### config.mk
export PLATFORM = sky130hd
export DESIGN_NAME = run_ctrl_dump
export DESIGN_NICKNAME = d
export VERILOG_FILES = /design/src/rtl/run_ctrl_pkg.sv /design/src/rtl/run_ctrl_dump_pc_loop_detect.sv /design/src/rtl/run_ctrl_dump.sv
export SDC_FILE = /design/constraint.sdc
export NUM_CORES = 1
export LEC_CHECK = 0
export CAP_MARGIN = 30
export CELL_PAD_IN_SITES_DETAIL_PLACEMENT = 1
export CELL_PAD_IN_SITES_GLOBAL_PLACEMENT = 1
export CORE_MARGIN = 3
export CORE_UTILIZATION = 29
export DETAILED_ROUTE_END_ITERATION = 7
export PLACE_DENSITY = 0.95
export SETUP_SLACK_MARGIN = 0.3
export SYNTH_ARGS = -nofsm -noshare
export SYNTH_HDL_FRONTEND = slang
export SYNTH_SLANG_ARGS = --single-unit
### constraint.sdc
create_clock -name clk -period 5.7 [get_ports clk]
set_input_delay 0.57 -clock clk [delete_from_list [all_inputs] [get_ports clk]]
set_output_delay 0.57 -clock clk [all_outputs]
set_load 0.02 [all_outputs]
### src/rtl/run_ctrl_pkg.sv
// -----------------------------------------------------------------------------
// run_ctrl_pkg
// Shared types and helpers for the run controller / register dump block.
//   run_state_e  : controller phase (RUN -> DRAIN -> DUMP -> DONE)
//   halt_cause_e : latched reason the run stopped
//   idx_width()  : counter width helper that never returns 0
// -----------------------------------------------------------------------------
package run_ctrl_pkg;

  typedef enum logic [1:0] {
    RUN   = 2'd0,
    DRAIN = 2'd1,
    DUMP  = 2'd2,
    DONE  = 2'd3
  } run_state_e;

  typedef enum logic [1:0] {
    NONE     = 2'd0,
    TIMEOUT  = 2'd1,
    SELFLOOP = 2'd2,
    EXTERNAL = 2'd3
  } halt_cause_e;

  // Width of a counter holding values 0..n-1; at least one bit.
  function automatic int unsigned idx_width(input int unsigned n);
    return (n <= 2) ? 1 : $clog2(n);
  endfunction

endpackage

### src/rtl/run_ctrl_dump_pc_loop_detect.sv
// -----------------------------------------------------------------------------
// pc_loop_detect
// Flags the SELF_LOOP_N-th consecutive identical retired PC.
// Ports:
//   clk, reset  : clock, synchronous active-high reset
//   pc_i        : PC of the retiring instruction
//   pc_valid_i  : pc_i is valid this cycle
//   loop_hit    : combinational; high in the cycle the N-th identical PC retires
// -----------------------------------------------------------------------------
module pc_loop_detect
  import run_ctrl_pkg::*;
#(
  parameter int unsigned XLEN        = 32,
  parameter int unsigned SELF_LOOP_N = 4
) (
  input  logic            clk,
  input  logic            reset,
  input  logic [XLEN-1:0] pc_i,
  input  logic            pc_valid_i,
  output logic            loop_hit
);

  localparam int unsigned   CW      = idx_width(SELF_LOOP_N);
  localparam logic [CW-1:0] HIT_CNT = CW'(SELF_LOOP_N - 2);

  logic            last_valid_q, last_valid_d;
  logic [XLEN-1:0] last_pc_q,    last_pc_d;
  logic [CW-1:0]   loop_cnt_q,   loop_cnt_d;
  logic            pc_match;

  // The first valid PC after reset cannot match: last_valid_q is still clear.
  assign pc_match = pc_valid_i && last_valid_q && (pc_i == last_pc_q);
  assign loop_hit = pc_match && (loop_cnt_q == HIT_CNT);

  always_comb begin
    last_valid_d = last_valid_q;
    last_pc_d    = last_pc_q;
    loop_cnt_d   = loop_cnt_q;
    if (pc_valid_i) begin
      last_valid_d = 1'b1;
      last_pc_d    = pc_i;
      if (pc_match) begin
        // Hold at the hit value so the count never wraps back to a miss.
        if (loop_cnt_q != HIT_CNT) loop_cnt_d = loop_cnt_q + CW'(1);
      end else begin
        loop_cnt_d = '0;
      end
    end
  end

  always_ff @(posedge clk) begin
    if (reset) begin
      last_valid_q <= 1'b0;
      last_pc_q    <= '0;
      loop_cnt_q   <= '0;
    end else begin
      last_valid_q <= last_valid_d;
      last_pc_q    <= last_pc_d;
      loop_cnt_q   <= loop_cnt_d;
    end
  end

endmodule

### src/rtl/run_ctrl_dump.sv
// -----------------------------------------------------------------------------
// run_ctrl_dump
// Run controller for the risc core: counts RUN cycles, halts on timeout,
// self-loop or external request, drains the pipeline, freezes the core and
// streams every architectural register out over a valid/ready port.
//
// Build option: define RUN_CTRL_SELFLOOP_EN to include the self-loop detector
// (cause 2). Without it pc_i / pc_valid_i are unused.
//
// Ports:
//   clk, reset        : clock, synchronous active-high reset
//   pc_i, pc_valid_i  : retiring PC stream (self-loop detection)
//   halt_i            : external halt request
//   fetch_hold_o      : core inserts bubbles instead of fetching
//   core_stall_o      : core clock-enable low, all core state frozen
//   rf_raddr_o        : register-file debug read address
//   rf_rdata_i        : combinational read data for rf_raddr_o
//   dump_valid_o/ready_i, dump_idx_o, dump_data_o : register dump stream
//   done_o            : dump complete, sticky until reset
//   halt_cause_o      : 0 none, 1 timeout, 2 self-loop, 3 external
//   cycle_count_o     : cycles spent in RUN, saturating
// -----------------------------------------------------------------------------
module run_ctrl_dump
  import run_ctrl_pkg::*;
#(
  parameter int unsigned XLEN         = 32,
  parameter int unsigned NREGS        = 32,
  parameter int unsigned MAX_CYCLES   = 500,
  parameter int unsigned DRAIN_CYCLES = 5,
  parameter int unsigned SELF_LOOP_N  = 4
) (
  input  logic                     clk,
  input  logic                     reset,
  input  logic [XLEN-1:0]          pc_i,
  input  logic                     pc_valid_i,
  input  logic                     halt_i,
  output logic                     fetch_hold_o,
  output logic                     core_stall_o,
  output logic [$clog2(NREGS)-1:0] rf_raddr_o,
  input  logic [XLEN-1:0]          rf_rdata_i,
  output logic                     dump_valid_o,
  input  logic                     dump_ready_i,
  output logic [$clog2(NREGS)-1:0] dump_idx_o,
  output logic [XLEN-1:0]          dump_data_o,
  output logic                     done_o,
  output logic [1:0]               halt_cause_o,
  output logic [31:0]              cycle_count_o
);

  localparam int unsigned   IW          = $clog2(NREGS);
  localparam int unsigned   DW          = idx_width(DRAIN_CYCLES + 1);
  localparam logic [IW-1:0] LAST_IDX    = IW'(NREGS - 1);
  localparam logic [31:0]   TIMEOUT_CNT = 32'(MAX_CYCLES - 1);

  run_state_e    state_q,      state_d;
  halt_cause_e   cause_q,      cause_d;
  logic [31:0]   cycle_cnt_q,  cycle_cnt_d;
  logic [DW-1:0] drain_cnt_q,  drain_cnt_d;
  logic [IW-1:0] idx_q,        idx_d;
  logic          fetch_hold_q, fetch_hold_d;
  logic          core_stall_q, core_stall_d;
  logic          dump_valid_q, dump_valid_d;
  logic          done_q,       done_d;

  logic          loop_hit;
  logic          timeout_hit;
  logic          halt_req;

`ifdef RUN_CTRL_SELFLOOP_EN
  pc_loop_detect #(
    .XLEN       (XLEN),
    .SELF_LOOP_N(SELF_LOOP_N)
  ) u_pc_loop_detect (
    .clk       (clk),
    .reset     (reset),
    .pc_i      (pc_i),
    .pc_valid_i(pc_valid_i),
    .loop_hit  (loop_hit)
  );
`else
  logic unused_pc;
  assign unused_pc = ^{pc_valid_i, pc_i};
  assign loop_hit  = 1'b0;
`endif

  assign timeout_hit = (cycle_cnt_q == TIMEOUT_CNT);
  assign halt_req    = halt_i || loop_hit || timeout_hit;

  always_comb begin
    state_d     = state_q;
    cause_d     = cause_q;
    cycle_cnt_d = cycle_cnt_q;
    drain_cnt_d = drain_cnt_q;
    idx_d       = idx_q;

    unique case (state_q)
      RUN: begin
        // The halt cycle itself is still counted, so the count freezes at
        // its value on the halt edge.
        if (cycle_cnt_q != '1) cycle_cnt_d = cycle_cnt_q + 32'd1;
        if (halt_req) begin
          if (halt_i)        cause_d = EXTERNAL;
          else if (loop_hit) cause_d = SELFLOOP;
          else               cause_d = TIMEOUT;
          drain_cnt_d = '0;
          idx_d       = '0;
          state_d     = (DRAIN_CYCLES == 0) ? DUMP : DRAIN;
        end
      end
      DRAIN: begin
        if (32'(drain_cnt_q) + 32'd1 == DRAIN_CYCLES) state_d = DUMP;
        else drain_cnt_d = drain_cnt_q + DW'(1);
      end
      DUMP: begin
        if (dump_ready_i) begin
          if (idx_q == LAST_IDX) state_d = DONE;
          else idx_d = idx_q + IW'(1);
        end
      end
      DONE: begin
      end
      default: state_d = RUN;
    endcase

    // Outputs are registered: decode them from the next state.
    fetch_hold_d = (state_d != RUN);
    core_stall_d = (state_d == DUMP) || (state_d == DONE);
    dump_valid_d = (state_d == DUMP);
    done_d       = (state_d == DONE);
  end

  always_ff @(posedge clk) begin
    if (reset) begin
      state_q      <= RUN;
      cause_q      <= NONE;
      cycle_cnt_q  <= '0;
      drain_cnt_q  <= '0;
      idx_q        <= '0;
      fetch_hold_q <= 1'b0;
      core_stall_q <= 1'b0;
      dump_valid_q <= 1'b0;
      done_q       <= 1'b0;
    end else begin
      state_q      <= state_d;
      cause_q      <= cause_d;
      cycle_cnt_q  <= cycle_cnt_d;
      drain_cnt_q  <= drain_cnt_d;
      idx_q        <= idx_d;
      fetch_hold_q <= fetch_hold_d;
      core_stall_q <= core_stall_d;
      dump_valid_q <= dump_valid_d;
      done_q       <= done_d;
    end
  end

  assign fetch_hold_o  = fetch_hold_q;
  assign core_stall_o  = core_stall_q;
  assign dump_valid_o  = dump_valid_q;
  assign done_o        = done_q;
  assign halt_cause_o  = cause_q;
  assign cycle_count_o = cycle_cnt_q;
  assign rf_raddr_o    = idx_q;
  assign dump_idx_o    = idx_q;
  // x0 is architecturally zero regardless of what the debug port returns.
  assign dump_data_o   = (dump_valid_q && (idx_q != '0)) ? rf_rdata_i : '0;

endmodule

==> run summary, run 1 <==
FLOORPLAN
--------------------------------------------------------------------------------------
Chip Height                                                                   101.9 µm
Number of ports placed on the die boundary                                         149
Die width                                                                     101.9 µm
Initial core utilization                                                        30.15%
Std-Cell Rows                                                                       34
Core Region                                                                   8848 µm²
Die Footprint                                                                10390 µm²

CLOCK TREE
--------------------------------------------------------------------------------------
Number of hold buffers added after cts                                               0
Clock tree from TritonCTS                                                         done
Clock latency on the worst-skew pair                                           0.30 ns
Maximum buffer depth of the clock tree                                               2
Post-CTS setup buffers                                                               0
Number of H-tree levels                                                              2
Total clock buffers created by CTS                                                   5
Number of sinks on the clock net                                                    48
Register clock-pin slew on the reported worst setup and hold paths             0.09 ns
Clk Tree Root Cell                                                        sky130_fd_sc_hd__clkbuf_8
Cells resized by post-CTS repair                                                     0

WORST SETUP PATH
--------------------------------------------------------------------------------------
Maximum net fanout on the critical path                                             32
Delay contributed by the slowest stage of the critical path                    0.70 ns
Worst path cell trace                                                     inv_1 > ha_1 > inv_1 > o41a_1 > and2_1 > clkdlybuf4s50_1
Worst Setup Start Kind                                                        register
Data arrival at the endpoint of the critical path                              2.72 ns
Worst Setup Path Type                                                          reg2out
Capturing element type of the critical path                                output port
Most used cell along the critical path                                    sky130_fd_sc_hd__inv_1
Required arrival time at the worst endpoint                                    5.13 ns
Library cell contributing the largest single delay on the critical path   sky130_fd_sc_hd__o41a_1
Depth of the worst register-to-register path                                         5

FINISH
--------------------------------------------------------------------------------------
Most used cells in the layout excluding fill and tap cells                sky130_fd_sc_hd__clkdlybuf4s50_1 (115), sky130_fd_sc_hd__dfxtp_1 (48), sky130_fd_sc_hd__and2_1 (34)
Antenna diode instance count                                                         0
Final cell count without fillers                                                   538
Share of final-layout standard cells stronger than drive strength 1             4.186%
Area overhead of the layout relative to synthesis                               48.31%
Number of nets in the finished design                                              504
Most common library cell in the layout ignoring fill and taps             sky130_fd_sc_hd__clkdlybuf4s50_1

YOSYS
--------------------------------------------------------------------------------------
Multiplexer fraction of the synthesized cell area                               2.767%
Synthesized-area fraction occupied by and/or/nand/nor cells                     34.71%
Yosys Warn Count                                                                     0
Main combinational cell family by area after synthesis                    simple AND/OR/NAND/NOR gates
Post-synthesis adder-cell area fraction                                         2.814%
Most used flip-flop cell after synthesis                                  sky130_fd_sc_hd__dfxtp_1
Post-synthesis compound-gate area fraction                                      14.87%
Synthesized area divided by synthesized cell count                           8.208 µm²
Count of flip-flops with a built-in enable after synthesis                           0
Area of the mapped netlist                                                    2668 µm²
Flops & latches, synth                                                              48
Fraction of post-synthesis cell area in the top cell type by area               36.02%
Area leader, netlist                                                      sky130_fd_sc_hd__dfxtp_1
Area contributors post-synth                                              sky130_fd_sc_hd__dfxtp_1 (36%), sky130_fd_sc_hd__and2_1 (8.0%), sky130_fd_sc_hd__a21oi_1 (3.9%)
Number of unique standard cell types used by synthesis                              47
Net count after synthesis                                                          400
Mapped Cells                                                                       325
Fraction of registers with async set or reset after synthesis                       0%
Fraction of synthesized cell area in xor and xnor cells                         3.283%
Sequential fraction of the synthesis area                                       36.02%

DETAILED ROUTING
--------------------------------------------------------------------------------------
Vias post-DR                                                                      2852
Aggregate routed wire length                                                  9.635 mm
Number of design rule violations left after detail routing                           0
Detailed-routing iteration count for the pre-antenna-repair pass                     4
Per-cell via count in the routed design                                          5.301
Initial detailed-routing violation count                                           137
Mean routed wirelength per cell                                               17.91 µm
ANT nets after route                                                                 0

GRT
--------------------------------------------------------------------------------------
Global router's overall resource usage                                          17.74%
Antenna violations before repair                                                     0
Pin count of the biggest net entering global routing                                50
GR Overflow Total                                                                    0
Via count of the first global-routing pass                                        2931
Wire length of the first global-routing pass                                  14.91 mm

PLACE
--------------------------------------------------------------------------------------
Post-placement cell count                                                          530
GPL Wtd Cong                                                                    0.7974
Post-placement worst setup slack                                              2.753 ns
Buffers on Ports                                                                   115
Post-DP HPWL                                                                  7.279 mm

RUN
--------------------------------------------------------------------------------------
Max_cap viols                                                                        0

HOLD PATH
--------------------------------------------------------------------------------------
Type of the worst min-delay path                                               reg2reg
Worst hold path stage count                                                          2

STA
--------------------------------------------------------------------------------------
Sum of negative setup slack                                                       0 ns
Setup repair after global routing missed its margin                                 no
Worst slew margin                                                               41.68%
Final hold vios                                                                      0
Worst Clk Skew                                                             0.006137 ns
Pins Over Slew Limit                                                                 0
Part of the cycle the worst path needs                                          57.74%
Min cycle time layout                                                         3.291 ns
Worst Slack Setup Final                                                       2.409 ns
Slew of the pin with the lowest slew margin                                  0.8681 ns
Achievable clock frequency                                                   303.8 MHz
Count of endpoints failing setup in the final report                                 0

OUTCOME
--------------------------------------------------------------------------------------
Run status                                                                finished clean

PWR
--------------------------------------------------------------------------------------
Leakage power summed over all cells                                        0.001371 µW
Highest ir drop seen on vdd                                                 0.09528 mV
Total power density per cell area                                         160.1 nW/µm²

kinds of logic after synthesis:
family | count (synthesis)
simple gates | 160
compound gates | 63
flops | 48
buf+inv | 31
xor+xnor | 10
mux | 7
fa+ha+maj | 6
per-layer routing:
| metal | GRT usage, % | vias to the layer above | wire, µm |
|---|---|---|---|
| met5 | 0 | - | 0 |
| met2 | 31.54 | 49 | 5142 |
| met3 | 2.730 | 14 | 261 |
| met4 | 4.440 | 0 | 148 |
| li1 | - | 1377 | - |
| met1 | 22.49 | 1412 | 4083 |
sequential cells by signal, summed over array words and instances, names as in the netlist:
name / count
halt_cause_o: 2
done_o: 1
dump_idx_o: 5
dump_valid_o: 1
core_stall_o: 1
fetch_hold_o: 1
drain_cnt_q: 3
state_q: 2
cycle_count_o: 32
metrics by stage:
| step | cell area, µm² | hold WS (ns) | total power (µW) | utilization [%] |
|---|---|---|---|---|
| finish | 3956 | 0.4768 | 633.3 | 44.71 |
| floorplan | 2668 | 0.4807 | 380.5 | - |
| CTS | 3956 | 0.4837 | 636.0 | 44.71 |
| global placement | 3862 | 0.4481 | 417.6 | 43.65 |
| detailed placement | 3862 | 0.4676 | 422.1 | 43.65 |
| global route | 3956 | 0.5176 | 653.3 | 44.71 |
critical path, delay by kind of cell, from the launching register on:
kind / cells / cell delay, ns
AOI/OAI and AO/OA: 1 / 0.70
adders and majority gates: 1 / 0.21
buffers and inverters: 3 / 0.80
DFF: 1 / 0.45
and+or+nand+nor: 1 / 0.27
final timing paths:
kind | startpoint | to | slack (ns)
setup / recovery | dump_idx_o[0] | dump_data_o[0] | 2.41
hold reg to reg | halt_cause_o[1] | halt_cause_o[1] | 0.48
hold / removal | halt_cause_o[1] | halt_cause_o[1] | 0.48
setup reg to reg | cycle_count_o[4] | cycle_count_o[31] | 3.07
synthesized netlist by cell type (7+ instances only):
master,n
sky130_fd_sc_hd__nor4_1,7
sky130_fd_sc_hd__o21ai_0,12
sky130_fd_sc_hd__nand3_1,10
sky130_fd_sc_hd__clkbuf_1,8
sky130_fd_sc_hd__or3_1,10
sky130_fd_sc_hd__a21oi_1,21
sky130_fd_sc_hd__inv_1,11
sky130_fd_sc_hd__nand2_1,23
sky130_fd_sc_hd__nor2_1,24
sky130_fd_sc_hd__or4_1,7
sky130_fd_sc_hd__nand4_1,11
sky130_fd_sc_hd__o31ai_1,7
sky130_fd_sc_hd__nor3_1,10
sky130_fd_sc_hd__and2_1,34
sky130_fd_sc_hd__dfxtp_1,48
area by class of cell:
class / count / area, µm²
sequential: 48 / 960.9
fill: 1062 / 4892
tap: 108 / 135.1
multi-input combinational: 246 / 1559
timing repair buffer: 117 / 1166
clock buffer: 7 / 86.33
inverter: 11 / 41.29
clock inverter: 1 / 7.507
power breakdown:
part           leakage [µW]  internal (µW)  total [µW]  switching, µW
clock             0.0000445           98.9         218            119
sequential         0.000388            340         348           7.86
combinational      0.000938           36.9        66.8           29.8
total               0.00137            476         633            157
Power figures use the tool's default switching activity.
==> run 2: changes to the inputs <==
Settings changed: CORE_UTILIZATION 29 to 27, PLACE_DENSITY 0.95 to 0.9.
Clock period 5.7 ns to 3.2 ns, I/O delays scaled along.
==> run summary, run 2 (synthesized netlist as in run 1, its figures left out) <==
OUTCOME
--------------------------------------------------------------------------------------
Run status                                                                finished clean

WORST SETUP PATH
--------------------------------------------------------------------------------------
Worst Setup Start Kind                                                        register
Maximum net fanout on the critical path                                             32   unchanged
Setup slack on the worst flop-to-flop path                                     0.87 ns   -2.20 ns
Worst path cell trace                                                     inv_1 > ha_1 > inv_1 > o41a_2 > and2_1 > clkdlybuf4s50_1
Depth of the worst register-to-register path                                         5   unchanged
Capturing element type of the critical path                                output port
Startpoint of the worst setup timing path                                 dump_idx_o[0]
Worst Setup Path Type                                                          reg2out
Worst R2R Start                                                           cycle_count_o[4]
Worst r2r dst                                                             cycle_count_o[31]
Library cell contributing the largest single delay on the critical path   sky130_fd_sc_hd__o41a_2
Data arrival at the endpoint of the critical path                              2.45 ns   -0.27 ns
Required arrival time at the worst endpoint                                    2.88 ns   -2.25 ns
Most used cell along the critical path                                    sky130_fd_sc_hd__inv_1
Delay contributed by the slowest stage of the critical path                    0.60 ns   -0.10 ns

HOLD PATH
--------------------------------------------------------------------------------------
Worst hold path stage count                                                          2   unchanged
Startpoint of the lowest-slack hold path                                  halt_cause_o[1]
Type of the worst min-delay path                                               reg2reg
Hold EP                                                                   halt_cause_o[1]

GRT
--------------------------------------------------------------------------------------
Met1 usage in global routing                                                    20.57%   -1.9 points
Pin count of the biggest net entering global routing                                50   unchanged
Grt peak-use layer                                                                met2
Wire length of the first global-routing pass                                  15.96 mm   +7.0%
Met2 global-route usage                                                         31.28%   -0.26 points
Antenna violations before repair                                                     0   unchanged
Global router's overall resource usage                                          17.40%   -0.34 points
Met3 capacity usage during global routing                                       3.735%   +1.0 points
Via count of the first global-routing pass                                        3059   +4.4%
GR Overflow Total                                                                    0   unchanged

PLACE
--------------------------------------------------------------------------------------
Post-placement worst setup slack                                             0.4453 ns   -2.307 ns
GPL Wtd Cong                                                                    0.7331   -8.1%
Buffers on Ports                                                                   115   unchanged
Post-DP HPWL                                                                  7.437 mm   +2.2%

DETAILED ROUTING
--------------------------------------------------------------------------------------
Detailed-routing iteration count for the pre-antenna-repair pass                     4   unchanged
Aggregate routed wire length                                                  9.954 mm   +3.3%
Initial detailed-routing violation count                                           126   -8.0%
Mean routed wirelength per cell                                               17.78 µm   -0.75%
Per-cell via count in the routed design                                          5.175   -2.4%
Vias post-DR                                                                      2898   +1.6%
Number of design rule violations left after detail routing                           0   unchanged
ANT nets after route                                                                 0   unchanged

STA
--------------------------------------------------------------------------------------
Worst Clk Skew                                                             0.009076 ns   +0.002940 ns
Sum of negative setup slack                                                       0 ns   unchanged
Slew of the pin with the lowest slew margin                                  0.7260 ns   -0.1421 ns
Setup repair after global routing missed its margin                                 no
Achievable clock frequency                                                   361.2 MHz
Worst slew margin                                                               51.31%   +9.6 points
Min cycle time layout                                                         2.768 ns
Final hold vios                                                                      0   unchanged
Pins Over Slew Limit                                                                 0   unchanged
Worst Slack Setup Final                                                      0.4316 ns   -1.977 ns
Part of the cycle the worst path needs                                          86.51%
Count of endpoints failing setup in the final report                                 0   unchanged

CLOCK TREE
--------------------------------------------------------------------------------------
Number of sinks on the clock net                                                    48   unchanged
Register clock-pin slew on the reported worst setup and hold paths             0.09 ns   about the same
Number of hold buffers added after cts                                               0   unchanged
Number of H-tree levels                                                              2   unchanged
Clock tree from TritonCTS                                                         done
Total clock buffers created by CTS                                                   5   unchanged
Clock latency on the worst-skew pair                                           0.31 ns   about the same
Maximum buffer depth of the clock tree                                               2   unchanged
Clk Tree Root Cell                                                        sky130_fd_sc_hd__clkbuf_8

FINISH
--------------------------------------------------------------------------------------
Number of nets in the finished design                                              505   +0.20%
Share of final-layout standard cells stronger than drive strength 1             4.640%   +0.45 points
Largest register FFs                                                                32   unchanged
Most common library cell in the layout ignoring fill and taps             sky130_fd_sc_hd__clkdlybuf4s50_1
Area overhead of the layout relative to synthesis                               49.62%
Most used cells in the layout excluding fill and tap cells                sky130_fd_sc_hd__clkdlybuf4s50_1 (115), sky130_fd_sc_hd__dfxtp_1 (48), sky130_fd_sc_hd__and2_1 (34)
Antenna diode instance count                                                         0   unchanged
Final cell utilization of the core                                              42.39%   -2.3 points
Multi-input gate area in the final layout                                     1560 µm²   about the same
Area of all sequential standard cells                                        960.9 µm²   unchanged
Fillcell total                                                                    1115   +5.0%

RUN
--------------------------------------------------------------------------------------
Max_cap viols                                                                        0   unchanged

FLOORPLAN
--------------------------------------------------------------------------------------
Chip Height                                                                   105.4 µm   +3.4%
Initial core utilization                                                        28.33%   -1.8 points
Core Region                                                                   9415 µm²   +6.4%
Die width                                                                     105.4 µm   +3.4%
Std-Cell Rows                                                                       35   +2.9%
Number of ports placed on the die boundary                                         149   unchanged
Die Footprint                                                                11110 µm²   +7.0%

PWR
--------------------------------------------------------------------------------------
Overall power consumption                                                      1132 µW   +79%
Highest ir drop seen on vdd                                                  0.1378 mV   +45%
Total power density per cell area                                         283.6 nW/µm²   +77%
Leakage power summed over all cells                                        0.001391 µW   +1.5%

run 2: per-layer routing:
| layer | up-vias | part of all wire [%] |
|---|---|---|
| met5 | - | 0 |
| met4 | 0 | 1.8 |
| met3 | 20 | 3.9 |
| met2 | 58 | 53 |
| met1 | 1442 | 42 |
| li1 | 1378 | - |
run 2: worst max-delay path by stage:
stage                             end  slack, ns  depth (start not counted)
floorplan           cycle_count_o[31]       1.07                          6
global placement      dump_data_o[22]       0.66                          6
detailed placement     dump_data_o[3]       0.45                          6
CTS                    dump_data_o[3]       0.44                          6
global route           dump_data_o[3]       0.33                          6
finish                 dump_data_o[3]       0.43                          6
run 2: timing repair:
| action | CTS | global route |
|---|---|---|
| gates resized for setup | 1 | 0 |
| setup buffers | 0 | 0 |
| setup endpoints to repair | 32 | 0 |
run 2: final cells by class:
class                           count  share of cell area (%)
Sequential cell                    48                   24.08
Tap cell                          129                   4.044
Clock inverter                      1                  0.1881
Timing Repair Buffer              118                   29.40
Inverter                           11                   1.034
Multi-Input combinational cell    246                   39.09
Clock buffer                        7                   2.163
run 2: stage by stage:
step	cells	hold slack, ns	area, µm²
after floorplan	325	0.4807	2668
after global placement	552	0.4505	3896
after detailed placement	552	0.4485	3896
after CTS	560	0.4600	3991
after global routing	560	0.4928	3991
final	560	0.4602	3991
run 2: worst max-delay path: cells and delay by family, from the launching register on:
kind	cells	cell delay, ns
compound gates	1	0.60
fa+ha+maj	1	0.16
buf+inv	3	0.73
flops	1	0.38
simple gates	1	0.26
run 2: power breakdown:
group / switching, µW / leakage [µW] / internal [µW] / total, µW
clock network: 218 / 0.0000445 / 176 / 394
logic: 52.4 / 0.000958 / 65.6 / 118
registers: 13.3 / 0.000388 / 606 / 620
